[src/rtl/ifd_fetch_decode.sv]
// PDP-8 instruction fetch/decode unit: fetches at EXEC's PC, decodes memory-reference/op7 words.
// Optional feature: define IFD_HALT_EN to freeze the unit in HALTED after a decoded HLT.
package ifd_fetch_decode_pkg;

  typedef struct packed {
    logic        NOP;
    logic        AND;
    logic        TAD;
    logic        ISZ;
    logic        DCA;
    logic        JMS;
    logic        JMP;
    logic [11:0] mem_inst_addr;
  } pdp_mem_opcode_s;

  typedef struct packed {
    logic NOP;
    logic IAC;
    logic RAL;
    logic RTL;
    logic RAR;
    logic RTR;
    logic CML;
    logic CMA;
    logic CIA;
    logic CLL;
    logic CLA1;
    logic CLA2;
    logic HLT;
    logic SMA;
    logic SZA;
    logic SNL;
    logic SPA;
    logic SNA;
    logic SZL;
    logic OSR;
  } pdp_op7_opcode_s;

endpackage

module ifd_fetch_decode
  import ifd_fetch_decode_pkg::*;
#(
  parameter logic [11:0] START_ADDR = 12'o200
) (
  input  logic            clk,
  input  logic            reset,
  input  logic            stall,
  input  logic [11:0]     PC_value,
  output logic            ifd_rd_req,
  output logic [11:0]     ifd_rd_addr,
  input  logic            ifd_rd_ack,
  input  logic [11:0]     ifd_rd_data,
  output logic [11:0]     base_addr,
  output pdp_mem_opcode_s pdp_mem_opcode,
  output pdp_op7_opcode_s pdp_op7_opcode,
  output logic            decode_valid,
  output logic            halted
);

  typedef enum logic [2:0] {
    IDLE,
    FETCH,
    WAIT_MEM,
    DECODE,
    HOLD,
    HALTED
  } state_e;

  state_e          state;
  pdp_mem_opcode_s mem_d;
  pdp_op7_opcode_s op7_d;
  pdp_mem_opcode_s mem_nop;
  pdp_op7_opcode_s op7_nop;

  assign base_addr = START_ADDR;

  always_comb begin
    mem_nop     = '0;
    mem_nop.NOP = 1'b1;
    op7_nop     = '0;
    op7_nop.NOP = 1'b1;
  end

  // Decode straight from the returning word so outputs register on the ack edge.
  always_comb begin
    mem_d = '0;
    op7_d = '0;
    case (ifd_rd_data[11:9])
      3'd0, 3'd1, 3'd2, 3'd3, 3'd4, 3'd5: begin
        mem_d.AND = (ifd_rd_data[11:9] == 3'd0);
        mem_d.TAD = (ifd_rd_data[11:9] == 3'd1);
        mem_d.ISZ = (ifd_rd_data[11:9] == 3'd2);
        mem_d.DCA = (ifd_rd_data[11:9] == 3'd3);
        mem_d.JMS = (ifd_rd_data[11:9] == 3'd4);
        mem_d.JMP = (ifd_rd_data[11:9] == 3'd5);
        mem_d.mem_inst_addr = ifd_rd_data[7] ? {ifd_rd_addr[11:7], ifd_rd_data[6:0]}
                                             : {5'b0, ifd_rd_data[6:0]};
        op7_d.NOP = 1'b1;
      end
      3'd6: begin
        mem_d.NOP = 1'b1;
        op7_d.NOP = 1'b1;
      end
      default: begin
        mem_d.NOP = 1'b1;
        if (!ifd_rd_data[8]) begin
          op7_d.CLA1 = ifd_rd_data[7];
          op7_d.CLL  = ifd_rd_data[6];
          op7_d.CMA  = ifd_rd_data[5];
          op7_d.CML  = ifd_rd_data[4];
          op7_d.RAR  = ifd_rd_data[3] & ~ifd_rd_data[1];
          op7_d.RTR  = ifd_rd_data[3] &  ifd_rd_data[1];
          op7_d.RAL  = ifd_rd_data[2] & ~ifd_rd_data[1];
          op7_d.RTL  = ifd_rd_data[2] &  ifd_rd_data[1];
          op7_d.IAC  = ifd_rd_data[0];
          op7_d.CIA  = ifd_rd_data[5] &  ifd_rd_data[0];
          op7_d.NOP  = (ifd_rd_data == 12'o7000);
        end else if (!ifd_rd_data[0]) begin
          op7_d.CLA2 = ifd_rd_data[7];
          op7_d.SMA  = ifd_rd_data[6] & ~ifd_rd_data[3];
          op7_d.SZA  = ifd_rd_data[5] & ~ifd_rd_data[3];
          op7_d.SNL  = ifd_rd_data[4] & ~ifd_rd_data[3];
          op7_d.SPA  = ifd_rd_data[6] &  ifd_rd_data[3];
          op7_d.SNA  = ifd_rd_data[5] &  ifd_rd_data[3];
          op7_d.SZL  = ifd_rd_data[4] &  ifd_rd_data[3];
          op7_d.OSR  = ifd_rd_data[2];
          op7_d.HLT  = ifd_rd_data[1];
        end else begin
          op7_d.NOP = 1'b1;
        end
      end
    endcase
  end

`ifdef IFD_HALT_EN
  logic halted_q;
  assign halted = halted_q;
`else
  assign halted = 1'b0;
`endif

  always_ff @(posedge clk) begin
    if (reset) begin
      state          <= IDLE;
      ifd_rd_req     <= 1'b0;
      ifd_rd_addr    <= '0;
      pdp_mem_opcode <= mem_nop;
      pdp_op7_opcode <= op7_nop;
      decode_valid   <= 1'b0;
`ifdef IFD_HALT_EN
      halted_q       <= 1'b0;
`endif
    end else begin
      decode_valid <= 1'b0;
      case (state)
        IDLE: begin
          if (!stall) begin
            state       <= FETCH;
            ifd_rd_req  <= 1'b1;
            ifd_rd_addr <= PC_value;
          end
        end
        FETCH: state <= WAIT_MEM;
        WAIT_MEM: begin
          if (ifd_rd_ack) begin
            ifd_rd_req     <= 1'b0;
            pdp_mem_opcode <= mem_d;
            pdp_op7_opcode <= op7_d;
            decode_valid   <= 1'b1;
            state          <= DECODE;
          end
        end
        DECODE: begin
`ifdef IFD_HALT_EN
          if (pdp_op7_opcode.HLT) begin
            state    <= HALTED;
            halted_q <= 1'b1;
          end else begin
            state <= HOLD;
          end
`else
          state <= HOLD;
`endif
        end
        HOLD: begin
          if (stall) state <= IDLE;
        end
        HALTED: state <= HALTED;
        default: state <= IDLE;
      endcase
    end
  end

endmodule

[config.mk]
export PLATFORM = sky130hd
export DESIGN_NAME = ifd_fetch_decode
export DESIGN_NICKNAME = d
export VERILOG_FILES = /design/src/rtl/ifd_fetch_decode.sv
export SDC_FILE = /design/constraint.sdc
export NUM_CORES = 1
export LEC_CHECK = 0
export ABC_AREA = 1
export CORE_ASPECT_RATIO = 1.5
export CORE_UTILIZATION = 44
export DETAILED_ROUTE_END_ITERATION = 16
export HOLD_SLACK_MARGIN = 0.1
export PLACE_DENSITY = 0.8
export SYNTH_ARGS = -nofsm -noshare
export SYNTH_HDL_FRONTEND = slang
export SYNTH_SLANG_ARGS = --single-unit
[constraint.sdc]
create_clock -name clk -period 1.49 [get_ports clk]
set_input_delay 0.2235 -clock clk [delete_from_list [all_inputs] [get_ports clk]]
set_output_delay 0.2235 -clock clk [all_outputs]
set_load 0.02 [all_outputs]
==> summary.md <==
| Metric | Value |
|---|---|
| Initial core utilization | `0.467` |
| Die Height | `approximately 93 um` |
| Crit. End Element | `output port` |
| CTS tree | `done` |
| Layout cell share with drive strength beyond 1 | `0.118` |
| Status | `completed` |
| Power Dens Cells | `1140 nW/um^2` |
| Post-synth cell types | `25` |
| Worst path cell trace | `clkdlybuf4s50_1` |
| Clock skew | `around 9 ps` |
| Total track usage | `0.216` |
| Cts bufs inserted | `5` |
| First-pass GRT wire length | `10.0 mm` |
| 1st-iter DRT viols | `117` |
| Commonest cells in the synthesized netlist | `dfxtp_1, nand2_1, nand3_1, a21oi_1, inv_1` |
| Clock Latency Late Sink | `310 ps` |
| IO Port Bufs | `80` |
| Area grow syn2layout | `41.5%` |
| Initial antenna violation count | `0` |
| Pleak | `1.75 nW` |
| P_int | `2.65 mW` |
| Share of total power in combinational logic | `0.305` |
| Vias per cell | `approximately 5` |
| Achievable Freq | `0.690 GHz` |
| Longest Clk Path Bufs | `2` |
| CP peak stage delay | `590 ps` |
| Max-cap violation count | `0` |
| Flop pwr share | `0.443` |
| DR WL met2 | `3.17 mm` |
| Top cell type's share of synthesized area | `0.458` |
| Largest family of logic cells by synthesized area | `simple AND/OR/NAND/NOR gates` |
| Seq/Total Area, Yosys | `0.458` |
| CTS root buf | `clkbuf_8` |
| Row cnt | `32` |
| Post-DRT Antenna Nets | `0` |
| Ys Warns | `0` |
| Total global routing overflow | `0` |
| Buf+Inv Stages, Crit Path | `1` |
| Htree depth | `2` |
| Fillers | `a little under 500` |
| Worst endpoint required time | `1270 ps` |
| Crit path kind | `reg2out` |
| WL per Instance | `roughly 13 um` |
| Slowest cell on the critical path | `clkdlybuf4s50_1` |
| Critical Path AT | `1220 ps` |
| Crit share post-route | `0.972` |
| Die X | `62.9 um` |
| I/O pin cnt | `94` |
| Post-synth EDFFs | `0` |
| CP top delay family | `buffers and inverters` |
| Psw | `1.32 mW` |
| Via count | `approximately 2300` |
| Non-Filler Instances | `466` |
| Sequential Area | `1120 um^2` |
| Worst min path class | `reg2reg` |
| Post-synth top flop | `dfxtp_1` |
| Final HPWL DP | `4.52 mm` |
| FF+latch count, synth | `56` |
| Post-Synth XOR/XNOR Area | `0` |
| Final hold vios | `0` |
| Multi-input logic area | `1040 um^2` |
| Synth Cell Area | `2450 um^2` |
| Gpl congestion | `0.860` |
| Die area | `5880 um^2` |
| Clock transition at the registers of the reported paths | `110 ps` |
| Drt first pass iters | `4` |
| Clock power share | `0.252` |
| Core box area | `5250 um^2` |
| WL met3 | `234 um` |
| Synthesized area per cell | `7.90 um^2` |
| CP max FO | `1` |
| Min Tclk post-route | `1450 ps` |
| Worst IR Drop VDD | `0.632 mV` |
| Critical path startpoint category | `flop` |
| Unrepaired setup endpoints after global routing | `no` |
| Largest net degree at the start of global routing | `41` |
| Async set or reset register ratio after synthesis | `0` |
| Synth Area in Compound Gates | `0.158` |
| Vias in the first global route | `approximately 2200` |
| Setup TNS | `0 ps` |
| Clock sinks | `56` |
| Final nets | `about 430` |
| Slew Viols, Final | `0` |
| Met1 Wirelength | `2.47 mm` |
| Most area-hungry cell type in the Yosys netlist | `dfxtp_1` |
| CTS Hold Buffers Added | `0` |
| Fin Hold WS | `442 ps` |
| Mux contribution to synthesized area | `0` |
| Routed wire length | `between 6 and 7 mm` |
| Final setup viols | `0` |
| Residual DRC | `0` |
| Net Sw Frac | `0.332` |
| Topmost layer with routed signal wires | `met4` |
| Post-Place Cells | `458` |
| Synth Area in Adders | `0` |
| Largest cells by area after synthesis | `dfxtp_1, nand3_1, a21oi_1` |
| Count leader, synth | `dfxtp_1` |
| Simple-gate share of the synthesized area | `0.248` |
| Cells after synthesis | `310` |
| N_diodes | `0` |
==> per-layer routing <==
| layer | vias to the layer above | GRT usage |
|---|---|---|
| met3 | 15 | 0.0378 |
| met5 | - | 0 |
| met4 | 0 | 0.0969 |
| met2 | 82 | 0.401 |
| li1 | 1182 | - |
| met1 | 1049 | 0.234 |
==> area by class of cell <==
cell class,count,share of cell area
clock inverter,3,0.0123
multi-input combinational,206,0.301
inverter,30,0.0325
timing repair buffer,98,0.287
tap,68,0.0245
clock buffer,5,0.0198
sequential,56,0.323
==> what timing repair did <==
| action | CTS | global route |
|---|---|---|
| gates resized for setup | 36 | 16 |
| setup endpoints to repair | 36 | 16 |
| hold endpoints to repair | 0 | 0 |
| setup buffers | 0 | 0 |
==> power by group through the flow <==
stage          combinational [mW]  sequential, mW  clock (mW)
6_report                     1.21            1.76       0.998
5_1_grt                      1.34            1.78        1.08
2_1_floorplan               0.613            1.95           0
3_3_place_gp                 1.25            1.79           0
3_5_place_dp                 1.28            1.80           0
4_1_cts                      1.23            1.76        1.02
==> registers in the layout, summed over array words and instances (netlist names) <==
name            cells
pdp_mem_opcode     19
pdp_op7_opcode     20
ifd_rd_addr        12
ifd_rd_req          1
state               3
decode_valid        1
==> worst min-delay path: stages, from the launching register on <==
cell,delay [ps]
dfxtp_1,320
inv_1,40
a21oi_1,50
==> through the flow <==
stage	instance area [um^2]	util	setup slack [ps]	power [mW]
6_report	3470	0.661	41.6	3.97
5_1_grt	3470	0.661	1.77	4.20
4_1_cts	3430	0.653	0.171	4.01
3_5_place_dp	3360	0.641	-30.2	3.07
3_3_place_gp	3360	0.641	16.4	3.04
2_1_floorplan	2490	-	369	2.56
==> logic make-up after synthesis <==
logic type	count (synthesis)
flops	56
buf+inv	59
other cells	2
simple gates	123
compound gates	70
==> placed cells by master, fill, tap and decap left out, types with 5 or more instances in the layout <==
cell / count
nand3_1: 39
nor2_1: 11
nand2_1: 43
clkbuf_8: 5
clkdlybuf4s50_1: 28
dlymetal6s2s_1: 16
inv_1: 28
buf_12: 5
nand4_1: 8
nor3_1: 12
a21oi_1: 38
buf_4: 13
o21ai_0: 20
dlygate4sd2_1: 36
conb_1: 13
dfxtp_1: 56
o21ai_2: 9
==> worst paths after layout <==
| path | end | slack (ps) | start | depth (start not counted) |
|---|---|---|---|---|
| hold reg to reg | ifd_rd_addr[6] | 440 | ifd_rd_addr[6] | 2 |
| setup reg to reg | pdp_mem_opcode[6] | 240 | state[0] | 6 |
| setup / recovery | decode_valid | 40 | decode_valid | 1 |
| hold / removal | ifd_rd_addr[6] | 440 | ifd_rd_addr[6] | 2 |
Power figures use the tool's default switching activity.
